$ cat src/rtl/burst_sequencer.sv
// ---------------------------------------------------------------------------
// burst_sequencer
//
// Upstream control stage for the 32-count pulse counter. It issues init/en to
// the counter and consumes its carry-out. It runs a programmed number of count
// bursts, with an idle gap between bursts, and pulses done once the last
// burst's carry-out has come back.
//
// Optional feature macro: BURST_WDOG_EN
//   defined   : a watchdog counts RUN cycles without co_in. On reaching TIMEOUT
//               the sequencer enters ERR and raises a sticky err.
//   undefined : no watchdog logic, err is tied to 0, RUN waits indefinitely.
//
// Parameters
//   CNT_W       width of bursts and burst_idx
//   GAP_CYCLES  en_out-low cycles between a co_in and the next init (0 = none)
//   TIMEOUT     RUN cycles without co_in before a watchdog fault
//
// Ports
//   clk        in   single clock, all logic on posedge
//   rst        in   synchronous reset, active high
//   start      in   sequence request, sampled in IDLE (and ERR)
//   bursts     in   burst count, latched when start is accepted
//   co_in      in   counter carry-out, one-cycle pulse
//   init_out   out  one-cycle arm pulse to the counter
//   en_out     out  counter enable
//   busy       out  high in ARM, RUN and GAP
//   done       out  one-cycle pulse after the last burst
//   burst_idx  out  bursts completed in the current or last sequence
//   err        out  sticky watchdog fault
//
// All outputs are registered. They are computed from the next state, so the
// output seen in a cycle always matches the state held in that cycle.
// ---------------------------------------------------------------------------
module burst_sequencer #(
    parameter int CNT_W      = 8,
    parameter int GAP_CYCLES = 3,
    parameter int TIMEOUT    = 64
) (
    input  logic             clk,
    input  logic             rst,
    input  logic             start,
    input  logic [CNT_W-1:0] bursts,
    input  logic             co_in,
    output logic             init_out,
    output logic             en_out,
    output logic             busy,
    output logic             done,
    output logic [CNT_W-1:0] burst_idx,
    output logic             err
);

    // State encoding
    localparam logic [2:0] S_IDLE = 3'd0;
    localparam logic [2:0] S_ARM  = 3'd1;
    localparam logic [2:0] S_RUN  = 3'd2;
    localparam logic [2:0] S_GAP  = 3'd3;
    localparam logic [2:0] S_DONE = 3'd4;
    localparam logic [2:0] S_ERR  = 3'd5;

    // The gap counter runs 0 .. GAP_CYCLES-1. With GAP_CYCLES == 0 the GAP
    // state is never entered and the counter is left idle.
    localparam int               GAP_W    = (GAP_CYCLES > 1) ? $clog2(GAP_CYCLES) : 1;
    localparam logic [GAP_W-1:0] GAP_LAST = GAP_W'(GAP_CYCLES - 1);
    localparam logic [CNT_W-1:0] IDX_ZERO = {CNT_W{1'b0}};
    localparam logic [CNT_W-1:0] IDX_ONE  = {{(CNT_W-1){1'b0}}, 1'b1};

    logic [2:0]       state_r;
    logic [2:0]       state_nxt_s;
    logic [CNT_W-1:0] target_r;
    logic [CNT_W-1:0] target_nxt_s;
    logic [CNT_W-1:0] idx_r;
    logic [CNT_W-1:0] idx_nxt_s;
    logic [CNT_W-1:0] idx_inc_s;
    logic [GAP_W-1:0] gap_r;
    logic [GAP_W-1:0] gap_nxt_s;
    logic             init_r;
    logic             en_r;
    logic             busy_r;
    logic             done_r;

`ifdef BURST_WDOG_EN
    localparam int                WDOG_W    = $clog2(TIMEOUT + 1);
    localparam logic [WDOG_W-1:0] WDOG_LAST = WDOG_W'(TIMEOUT - 1);
    localparam logic [WDOG_W-1:0] WDOG_ONE  = {{(WDOG_W-1){1'b0}}, 1'b1};

    logic [WDOG_W-1:0] wdog_r;
    logic [WDOG_W-1:0] wdog_nxt_s;
    logic              err_r;
    logic              err_nxt_s;
`endif

    // target never exceeds 2^CNT_W-1, so this increment cannot wrap in use
    assign idx_inc_s = idx_r + IDX_ONE;

    // Next-state and next-datapath decode
    always_comb begin
        state_nxt_s  = state_r;
        target_nxt_s = target_r;
        idx_nxt_s    = idx_r;
        gap_nxt_s    = gap_r;
`ifdef BURST_WDOG_EN
        wdog_nxt_s   = wdog_r;
        err_nxt_s    = err_r;
`endif
        case (state_r)
            // ERR only exits through start, handled exactly like IDLE
            S_IDLE, S_ERR: begin
                if (start) begin
                    idx_nxt_s = IDX_ZERO;
`ifdef BURST_WDOG_EN
                    err_nxt_s = 1'b0;
`endif
                    if (bursts != IDX_ZERO) begin
                        state_nxt_s  = S_ARM;
                        target_nxt_s = bursts;
                    end else begin
                        // zero bursts: report completion without arming
                        state_nxt_s = S_DONE;
                    end
                end else begin
                    state_nxt_s = state_r;
                end
            end
            S_ARM: begin
                state_nxt_s = S_RUN;
`ifdef BURST_WDOG_EN
                wdog_nxt_s  = {WDOG_W{1'b0}};
`endif
            end
            S_RUN: begin
                if (co_in) begin
                    idx_nxt_s = idx_inc_s;
                    if (idx_inc_s == target_r) begin
                        state_nxt_s = S_DONE;
                    end else if (GAP_CYCLES == 32'sd0) begin
                        state_nxt_s = S_ARM;
                    end else begin
                        state_nxt_s = S_GAP;
                        gap_nxt_s   = {GAP_W{1'b0}};
                    end
                end else begin
`ifdef BURST_WDOG_EN
                    // TIMEOUT-th consecutive RUN cycle without a carry-out
                    if (wdog_r == WDOG_LAST) begin
                        state_nxt_s = S_ERR;
                        err_nxt_s   = 1'b1;
                    end else begin
                        wdog_nxt_s  = wdog_r + WDOG_ONE;
                    end
`else
                    state_nxt_s = S_RUN;
`endif
                end
            end
            S_GAP: begin
                if (gap_r == GAP_LAST) begin
                    state_nxt_s = S_ARM;
                end else begin
                    gap_nxt_s = gap_r + {{(GAP_W-1){1'b0}}, 1'b1};
                end
            end
            S_DONE: begin
                state_nxt_s = S_IDLE;
            end
            default: begin
                state_nxt_s = S_IDLE;
            end
        endcase
    end

    // State, datapath and registered outputs (outputs decoded from next state)
    always_ff @(posedge clk) begin
        if (rst) begin
            state_r  <= S_IDLE;
            target_r <= IDX_ZERO;
            idx_r    <= IDX_ZERO;
            gap_r    <= {GAP_W{1'b0}};
            init_r   <= 1'b0;
            en_r     <= 1'b0;
            busy_r   <= 1'b0;
            done_r   <= 1'b0;
        end else begin
            state_r  <= state_nxt_s;
            target_r <= target_nxt_s;
            idx_r    <= idx_nxt_s;
            gap_r    <= gap_nxt_s;
            init_r   <= (state_nxt_s == S_ARM);
            en_r     <= (state_nxt_s == S_ARM) || (state_nxt_s == S_RUN);
            busy_r   <= (state_nxt_s == S_ARM) || (state_nxt_s == S_RUN) ||
                        (state_nxt_s == S_GAP);
            done_r   <= (state_nxt_s == S_DONE);
        end
    end

`ifdef BURST_WDOG_EN
    // Watchdog counter and sticky fault flag
    always_ff @(posedge clk) begin
        if (rst) begin
            wdog_r <= {WDOG_W{1'b0}};
            err_r  <= 1'b0;
        end else begin
            wdog_r <= wdog_nxt_s;
            err_r  <= err_nxt_s;
        end
    end

    assign err = err_r;
`else
    assign err = 1'b0;
`endif

    assign init_out  = init_r;
    assign en_out    = en_r;
    assign busy      = busy_r;
    assign done      = done_r;
    assign burst_idx = idx_r;

endmodule

$ cat config.mk
export PLATFORM = sky130hd
export DESIGN_NAME = burst_sequencer
export DESIGN_NICKNAME = d
export VERILOG_FILES = /design/src/rtl/burst_sequencer.sv
export SDC_FILE = /design/constraint.sdc
export NUM_CORES = 1
export LEC_CHECK = 0
export ABC_AREA = 1
export CAP_MARGIN = 20
export CELL_PAD_IN_SITES_DETAIL_PLACEMENT = 1
export CELL_PAD_IN_SITES_GLOBAL_PLACEMENT = 1
export CORE_MARGIN = 2
export CORE_UTILIZATION = 37
export DETAILED_ROUTE_END_ITERATION = 8
export PLACE_DENSITY_LB_ADDON = 0.1
export SKIP_LAST_GASP = 1
export SYNTH_ARGS = -nofsm -noshare
export SYNTH_HDL_FRONTEND = slang
export SYNTH_SLANG_ARGS = --single-unit
export TNS_END_PERCENT = 1
$ cat constraint.sdc
create_clock -name clk -period 2.5 [get_ports clk]
set_input_delay 0.5 -clock clk [delete_from_list [all_inputs] [get_ports clk]]
set_output_delay 0.5 -clock clk [all_outputs]
set_load 0.05 [all_outputs]
==> impl_metrics.py <==
metrics = {
    "cts": {
        "clock_latency_ps": 270,
        "clkSinkCount": 25,
        "clockBufferDepth": 2,
        "cts-htree-levels": 1,
        "cts_tree": "built",
        "post_cts_buffers": 0,
        "clockRootBuffer": "clkbuf_8",
        "tritoncts.num_buffers": 3,
        "ctsResizeCount": 0,
        "cts_hold_buf": 0,
        "clkTransAtPathRegs_ps": 90,
    },
    "setup_path": {
        "slowest_stage": "clkdlybuf4s50_1",
        "rrSetupSlack_ps": 480,
        "endpoint_kind": "primary output",
        "r2r_start": "burst_idx[1]",
        "cp-start-kind": "flop",
        "worstPathArrival_ps": 1610,
        "path_cells": "clkdlybuf4s50_1",
        "r2r-end": "en_out",
        "worstRegToRegCells": 12,
        "path_max_fanout": 7,
        "cpPeakStageDelay_ps": 860,
        "crit_family": "buffers and inverters",
        "cp_num_buf_inv": 1,
        "cp.required_ps": 2000,
        "path_class": "flop to primary output",
    },
    "logic_synthesis": {
        "yosys_warnings": 0,
        "dominantRegCellSynth": "dfxtp_1",
        "synth-edff-count": 0,
        "netlist_top_cells_area": "dfxtp_1 (35%), nand2_1 (10%), inv_1 (6.7%)",
        "syn_nets": 214,
        "synth_largest_area_cell": "dfxtp_1",
        "synthDistinctLibCells": 33,
        "async_reset_ff_share_pct": 0,
        "syn_area_sq_mm": 0.00141,
        "yosys_register_bits": 25,
        "synth.top_cells.by_count": "nand2_1 (39), dfxtp_1 (25), inv_1 (25)",
        "synthMostInstantiatedCell": "nand2_1",
        "syn_inst": 200,
        "syn_avg_cell_area_sq_um": 7.05,
        "ys_seq_area_share_pct": 35.5,
        "yosys.area.top_type_share_pct": 35.5,
    },
    "finish": {
        "drive_gt1_share_pct": 16.3,
        "nets": 242,
        "fin_cells": 275,
        "antenna_cells": 0,
        "area_growth_pct": 24.0,
    },
    "timing": {
        "drv_slew": 0,
        "worstMarginPinSlew_ps": 635,
        "fin_tns_setup_ps": 0,
        "slew_headroom_pct": 57.5,
        "post-route-min-period_ps": 2110,
        "fmax_mhz": 473,
        "finalSetupViolCount": 0,
        "hold_violations": 0,
        "fin_hold_ws_ps": 492,
        "rsz0062_at_grt": "false",
        "period_share_pct": 84.5,
        "finalClockSkew_ps": 3.19,
        "worst_slack_ps": 388,
    },
    "hold_path": {
        "hold_path_class": "flop to flop",
        "hold_end": "gap_r[0]",
        "hold_start": "gap_r[0]",
        "hold_depth": 2,
    },
    "global_route": {
        "grt_first_pass_wirelength_um": 6240,
        "grt_max_degree": 14,
        "first_global_vias": 1436,
        "antenna_found_initial": 0,
        "track_usage_pct": 18.9,
        "overflow": 0,
    },
    "power": {
        "irDropWorstVdd_v": 0.000267,
        "power_leakage_nw": 0.713,
        "finalPower_mw": 1.14,
        "power.density_mw_per_mm2": 652,
    },
    "detailed_routing": {
        "drc": 0,
        "routed-via-count": 1388,
        "ant_nets": 0,
        "wl_met1_um": 1660,
        "top_layer_used": "met4",
        "finalWirelength_um": 3820,
        "vias_per_cell": 5.05,
        "dr.pass1.iters": 4,
        "routedWlPerCell_um": 13.9,
        "drtIter0Drc": 57,
        "dr_wl_met2_um": 2070,
        "dr_wl_met3_um": 66,
    },
    "floorplanning": {
        "die-area_sq_mm": 0.00432,
        "num_rows": 22,
        "io_pins": 25,
        "die_x_um": 65.7,
        "start_util_pct": 38.5,
        "die_h_um": 65.7,
        "fp.coreArea_sq_mm": 0.00366,
    },
    "place": {
        "dp.cells": 271,
        "place_hpwl_um": 3160,
        "pre_cts_ws_ps": 310,
        "port-buffer-count": 23,
        "gp_congestion": 0.838,
    },
    "run_status": {
        "outcome": "completed",
    },
    "run": {
        "maxCapViolCount": 0,
    },
}
==> cells in the final DEF, fill, tap and decap left out, drive strengths merged <==
cell type      instances
a211oi                 2
nand3b                 1
nor3                   3
o21ai                  9
buf                    4
nor2                  24
inv                   27
conb                   1
a21oi                 17
ha                     2
clkdlybuf4s50         23
o21a                   1
nand2                 51
nand3                 23
xor2                   1
clkbuf                 4
a221oi                 2
nand4                  2
xnor2                  1
dfxtp                 25
or2                    2
o21bai                 1
nor4                   1
==> power breakdown <==
group,internal (mW),switching [mW],total [mW]
sequential,0.445,0.0376,0.483
clock,0.114,0.135,0.249
combinational,0.143,0.265,0.408
total,0.702,0.438,1.14
==> cells by family after synthesis <==
logic type	share of synthesized area, %
DFF	35.5
buffers and inverters	9.14
other	0.266
adders and majority gates	1.77
xor gates and xnor gates	1.24
and+or+nand+nor	38.7
AOI/OAI and AO/OA	13.4
==> per-stage QoR <==
stage / instance area [sq um] / utilization [%]
after floorplan: 1410 / -
after global routing: 1750 / 47.7
final: 1750 / 47.7
after CTS: 1750 / 47.7
after detailed placement: 1700 / 46.5
after global placement: 1700 / 46.5
==> cell type report <==
| type | instances | area, sq um |
|---|---|---|
| well taps | 48 | 60.1 |
| inverters | 27 | 101 |
| repair buffers | 27 | 260 |
| clock buffers | 4 | 45.0 |
| multi-input cells | 144 | 781 |
| flip-flops and latches | 25 | 500 |
| fillers | 466 | 1910 |
==> how the worst max path moves through the flow <==
stage / start / endpoint / depth (start not counted)
finish: burst_idx[2] / burst_idx[2] / 1
global route: burst_idx[1] / en_out / 12
CTS: burst_idx[2] / burst_idx[2] / 1
detailed placement: bursts[0] / en_out / 10
global placement: bursts[0] / en_out / 10
floorplan: burst_idx[0] / en_out / 12
==> per-layer routing <==
| layer | up-vias | global-route usage (%) |
|---|---|---|
| li1 | 702 | - |
| met1 | 669 | 20.9 |
| met2 | 14 | 37.0 |
| met3 | 3 | 2.57 |
| met4 | 0 | 4.69 |
| met5 | - | 0 |
==> registers in the layout (all words and copies together), names as in the netlist <==
register	count
en_out	1
burst_idx	8
busy	1
done	1
target_r	8
init_out	1
state_r	3
gap_r	2
Power figures use the tool's default switching activity.
